<file path="config.mk">
export PLATFORM = sky130hd
export DESIGN_NAME = idex_elastic_reg
export DESIGN_NICKNAME = d
export VERILOG_FILES = /design/src/rtl/idex_elastic_reg.sv
export SDC_FILE = /design/constraint.sdc
export NUM_CORES = 1
export LEC_CHECK = 0
export ABC_AREA = 1
export BUFFER_PORTS_ARGS = -buffer_cell sky130_fd_sc_hd__clkbuf_2
export CORE_MARGIN = 2
export CORE_UTILIZATION = 49
export CTS_CLUSTER_SIZE = 25
export DETAILED_ROUTE_END_ITERATION = 10
export PLACE_DENSITY = 0.79
export SLEW_MARGIN = 20
export SYNTH_ARGS = -nofsm -noshare
export SYNTH_HDL_FRONTEND = slang
export SYNTH_SLANG_ARGS = --single-unit
</file>
<file path="constraint.sdc">
create_clock -name clk -period 8.95 [get_ports clk]
set_clock_uncertainty 0.1 [all_clocks]
set_input_delay 0.895 -clock clk [delete_from_list [all_inputs] [get_ports clk]]
set_output_delay 0.895 -clock clk [all_outputs]
set_load 0.05 [all_outputs]
</file>
<file path="src/rtl/idex_elastic_reg.sv">
// rtl/idex_elastic_reg.sv - ID/EX pipeline register with valid/ready handshake, optional skid entry, flush and stall counter
module idex_elastic_reg #(
   parameter int DATA_W = 32,
   parameter int REG_W  = 5,
   parameter int WB_W   = 2,
   parameter int M_W    = 3,
   parameter int EX_W   = 4,
   parameter int SKID   = 1,
   parameter int CNT_W  = 16
) (
   input  logic              clk,
   input  logic              rst,
   input  logic              in_valid,
   output logic              in_ready,
   input  logic [WB_W-1:0]   in_wb,
   input  logic [M_W-1:0]    in_m,
   input  logic [EX_W-1:0]   in_ex,
   input  logic [DATA_W-1:0] in_address,
   input  logic [DATA_W-1:0] in_readdata1,
   input  logic [DATA_W-1:0] in_readdata2,
   input  logic [DATA_W-1:0] in_extended,
   input  logic [REG_W-1:0]  in_rt,
   input  logic [REG_W-1:0]  in_rd,
   input  logic              flush,
   output logic              out_valid,
   input  logic              out_ready,
   output logic [WB_W-1:0]   out_wb,
   output logic [M_W-1:0]    out_m,
   output logic [EX_W-1:0]   out_ex,
   output logic [DATA_W-1:0] out_address,
   output logic [DATA_W-1:0] out_readdata1,
   output logic [DATA_W-1:0] out_readdata2,
   output logic [DATA_W-1:0] out_extended,
   output logic [REG_W-1:0]  out_rt,
   output logic [REG_W-1:0]  out_rd,
   input  logic              clr_cnt,
   output logic [CNT_W-1:0]  stall_cnt
);

   localparam int PW = WB_W + M_W + EX_W + 4*DATA_W + 2*REG_W;

   logic [PW-1:0]     in_beat;
   logic [PW-1:0]     main_q;
   logic [PW-1:0]     skid_q;
   logic              main_valid;
   logic              skid_valid;
   logic              ready_q;
   logic              accept;
   logic              main_load;
   logic [WB_W-1:0]   q_wb;
   logic [M_W-1:0]    q_m;
   logic [EX_W-1:0]   q_ex;

   assign in_beat = {in_wb, in_m, in_ex, in_address, in_readdata1, in_readdata2,
                     in_extended, in_rt, in_rd};

   // Main can take a new beat whenever it is empty or its current beat leaves this edge.
   assign main_load = !main_valid || out_ready;
   assign in_ready  = (SKID != 0) ? ready_q : main_load;
   assign accept    = in_valid && in_ready;

   always_ff @(posedge clk or posedge rst) begin
      if (rst) begin
         main_valid <= 1'b0;
         skid_valid <= 1'b0;
         ready_q    <= 1'b1;
         main_q     <= '0;
         skid_q     <= '0;
      end else if (flush) begin
         main_valid <= 1'b0;
         skid_valid <= 1'b0;
         ready_q    <= 1'b1;
      end else if (main_load) begin
         if (skid_valid) begin
            main_q     <= skid_q;
            main_valid <= 1'b1;
            skid_valid <= 1'b0;
            ready_q    <= 1'b1;
         end else begin
            main_valid <= accept;
            if (accept) begin
               main_q <= in_beat;
            end
         end
      end else if (accept && (SKID != 0)) begin
         skid_q     <= in_beat;
         skid_valid <= 1'b1;
         ready_q    <= 1'b0;
      end
   end

   always_ff @(posedge clk or posedge rst) begin
      if (rst) begin
         stall_cnt <= '0;
      end else if (clr_cnt) begin
         stall_cnt <= '0;
      end else if (main_valid && !out_ready && (stall_cnt != '1)) begin
         stall_cnt <= stall_cnt + 1'b1;
      end
   end

   assign {q_wb, q_m, q_ex, out_address, out_readdata1, out_readdata2,
           out_extended, out_rt, out_rd} = main_q;

   // Control groups read as a bubble whenever nothing valid is presented.
   assign out_valid = main_valid;
   assign out_wb    = main_valid ? q_wb : '0;
   assign out_m     = main_valid ? q_m  : '0;
   assign out_ex    = main_valid ? q_ex : '0;

endmodule

</file>
==> out/metrics.yaml <==
floorplan:
  io_pins: 318
  floorplan.die.height_um: 175.8
  start_util: 0.5011
  floorplan.core_area_um2: 28860
  die-width_um: 175.8
  cell_row_count: 62
  die_area_um2: 30900
clock_tree:
  h-tree-depth: 2
  clk-insertion-delay-late_ns: 0.50
  clock_root_buffer_master: "sky130_fd_sc_hd__clkbuf_16"
  worst_setup_hold_path_clk_slew_ns: 0.06
  numClockSinks: 313
  cts.path.max_buffers: 3
  post_cts_hold_buffer_count: 0
  cts_tree: "done"
  number_of_buffers_created_by_cts: 35
  post-cts-setup-buffers: 0
  postCtsResizedCells: 0
global_routing:
  globalRoute.totalOverflow: 0
  grt_pass1_vias: 10730
  grt_start_max_net_pins: 295
  grt_pass1_wl_um: 52540
  groute.usage.overall: 0.2051
  initial_antenna_violation_count: 0
worst_setup_path:
  crit_family: "buffers and inverters"
  worst-r2r-cell-count: 8
  cp_common_cell: "sky130_fd_sc_hd__nand2_1"
  path_max_fanout: 173
  timing.critical_path.from_type: "register"
  cpPeakStageDelay_ns: 0.88
  setup.reg_to_reg.worst_slack_ns: 5.29
  critPathCaptureType: "register"
  r2r_end: "main_q[133]$_DFFE_PP0P_"
  slowest_stage: "sky130_fd_sc_hd__buf_4"
  setup.worst_path.class: "register to register"
  r2r-start: "skid_valid$_DFFE_PP0P_"
  cp.required_ns: 9.24
  crit_buf_inv: 3
  path_cells: "inv_6 -> nand2_1 -> nand2_1 -> nor2_1 -> inv_8 -> buf_4 -> nand2_1 -> o21ai_0"
  cp_data_arrival_time_ns: 3.96
worst_hold_path:
  hold_path_depth: 2
  worstHoldEndpoint: "skid_q[141]$_DFFE_PP0P_"
  min_path_type: "register to register"
  holdCritStartpoint: "skid_q[141]$_DFFE_PP0P_"
routing:
  drt_first_pass_iters: 5
  detailroute.via_count: 11322
  wirelength_um: 32170
  routed_via_density: 4.990
  drc: 0
  route.detailed.wl_per_inst_um: 14.18
  drt_iter0_markers: 981
  antenna_left: 0
synthesis:
  ys_warn_count: 0
  synth.cell_area_um2: 14460
  synth_nets: 1897
  yosys_register_bits: 313
  synth-seq-area-share: 0.5417
  syn_inst: 1743
  yosysUniqueCellTypes: 28
  post_synth.cell_area_avg_um2: 8.297
final_layout:
  drive_above_1_share: 0.2058
  syn2layout_area_growth_pct: 12.58
  n_antenna_cell: 0
  finish.utilization: 0.5642
  final_cell_mix: "sky130_fd_sc_hd__nand2_1, sky130_fd_sc_hd__o21ai_0, sky130_fd_sc_hd__clkbuf_2"
  fin_nets: 2020
  layout_commonest_cell: "sky130_fd_sc_hd__nand2_1"
sta:
  setup_viol: 0
  achievable-frequency_mhz: 273.0
  relSlewSlack: 0.2835
  timing.final.crit_share: 0.4092
  worst_pin_slew_ns: 1.075
  timing_max_transition_violations_final: 0
  grt_setup_unrepaired: "false"
  finalWorstPathRequiredPeriod_ns: 3.662
  tns_ns: 0
  report.final.hold_viol_count: 0
status:
  run_status: "complete, no violations"
place:
  port-buffer-count: 317
  finalWeightedCongestion: 0.8826
  hpwlAfterDp_um: 20750
pwr:
  p_int_mw: 2.794
  ir_worst_vdd_v: 0.0001572
  switchingPower_mw: 1.478
  p_leak_nw: 8.971
  netSwitchingFraction: 0.3460
  power.share.combinational: 0.236
  power_density_nw_per_um2: 262.4
  share_clk_of_total_power: 0.322
  power_frac_seq: 0.442
flow_run:
  max_cap_viol_count: 0
## power groups by stage
| stage | clock [mW] | sequential [mW] | combinational [mW] |
|---|---|---|---|
| after floorplan | 0 | 1.86 | 0.956 |
| after global placement | 0 | 1.89 | 0.989 |
| after detailed placement | 0 | 1.91 | 1.02 |
| after CTS | 1.41 | 1.89 | 1.02 |
| after global routing | 1.47 | 1.92 | 1.11 |
| final | 1.37 | 1.89 | 1.01 |
## synthesized netlist by cell type (all sizes together)
master    n  area share
nand2   510        0.13
o21ai   447        0.15
dfrtp   312        0.54
buf     179       0.086
inv     177       0.046
clkbuf   59       0.015
nor2     20      0.0064
nand3    15      0.0052
nand4    11      0.0052
xor2      4      0.0024
a21oi     2     0.00069
or2       2     0.00087
dfstp     1      0.0018
ha        1     0.00087
nand3b    1     0.00052
o211ai    1     0.00052
o21bai    1     0.00052
## cell families after synthesis
kind of cell             Yosys count  synth area share
AO/OA/AOI/OAI                    451            0.1567
XOR/XNOR                           4          0.002422
adder cells (fa/ha/maj)            1         0.0008651
buffers and inverters            415            0.1478
flip-flops                       313            0.5417
AND/OR/NAND/NOR                  559            0.1505
## per-layer routing
metal / vias up / share of wire / GRT usage
li1: 5619 / - / -
met1: 5267 / 0.44 / 0.2753
met2: 360 / 0.47 / 0.3392
met3: 76 / 0.058 / 0.03290
met4: 0 / 0.032 / 0.07300
met5: - / 0 / 0
## worst min-delay path: cells and delay by family, from the launching register on
family	cells	cell delay, ns
and+or+nand+nor	1	0.05
AOI/OAI and AO/OA	1	0.06
DFF	1	0.34
## state kept, by name, summed over array words and instances (netlist names)
signal	flops
in_ready	1
main_q	147
out_valid	1
skid_q	147
skid_valid	1
stall_cnt	16
## how the worst max path moves through the flow
stage	from	to	slack, ns	depth (start not counted)
global route	skid_valid$_DFFE_PP0P_	main_q[133]$_DFFE_PP0P_	4.82	8
floorplan	rst	main_q[0]$_DFFE_PP0P_	3.79	1
finish	skid_valid$_DFFE_PP0P_	main_q[133]$_DFFE_PP0P_	5.29	8
CTS	skid_valid$_DFFE_PP0P_	main_q[110]$_DFFE_PP0P_	5.29	7
detailed placement	skid_valid$_DFFE_PP0P_	main_q[110]$_DFFE_PP0P_	5.30	7
global placement	skid_valid$_DFFE_PP0P_	main_q[134]$_DFFE_PP0P_	5.46	7
## final cells by class
type                    count  area (um^2)
fillers                  2611        12580
multi-input cells        1015         4499
repair buffers            324         1692
clock inverters             6        57.56
inverters                 177        683.2
flip-flops and latches    313         7834
clock buffers              50         1035
well taps                 384        480.5
## through the flow
stage | total power [mW] | setup WS (ns) | cell area [um^2] | std cells | hold WS, ns
after CTS | 4.314 | 5.293 | 16250 | 2268 | 0.3819
after global placement | 2.884 | 5.457 | 15150 | 2212 | 0.3610
final | 4.273 | 5.288 | 16280 | 2269 | 0.3790
after floorplan | 2.813 | 3.787 | 14470 | 1743 | 0.3479
after global routing | 4.498 | 4.824 | 16280 | 2269 | 0.3991
after detailed placement | 2.923 | 5.303 | 15150 | 2212 | 0.3675
No activity file was read; power rests on OpenSTA's default activity.
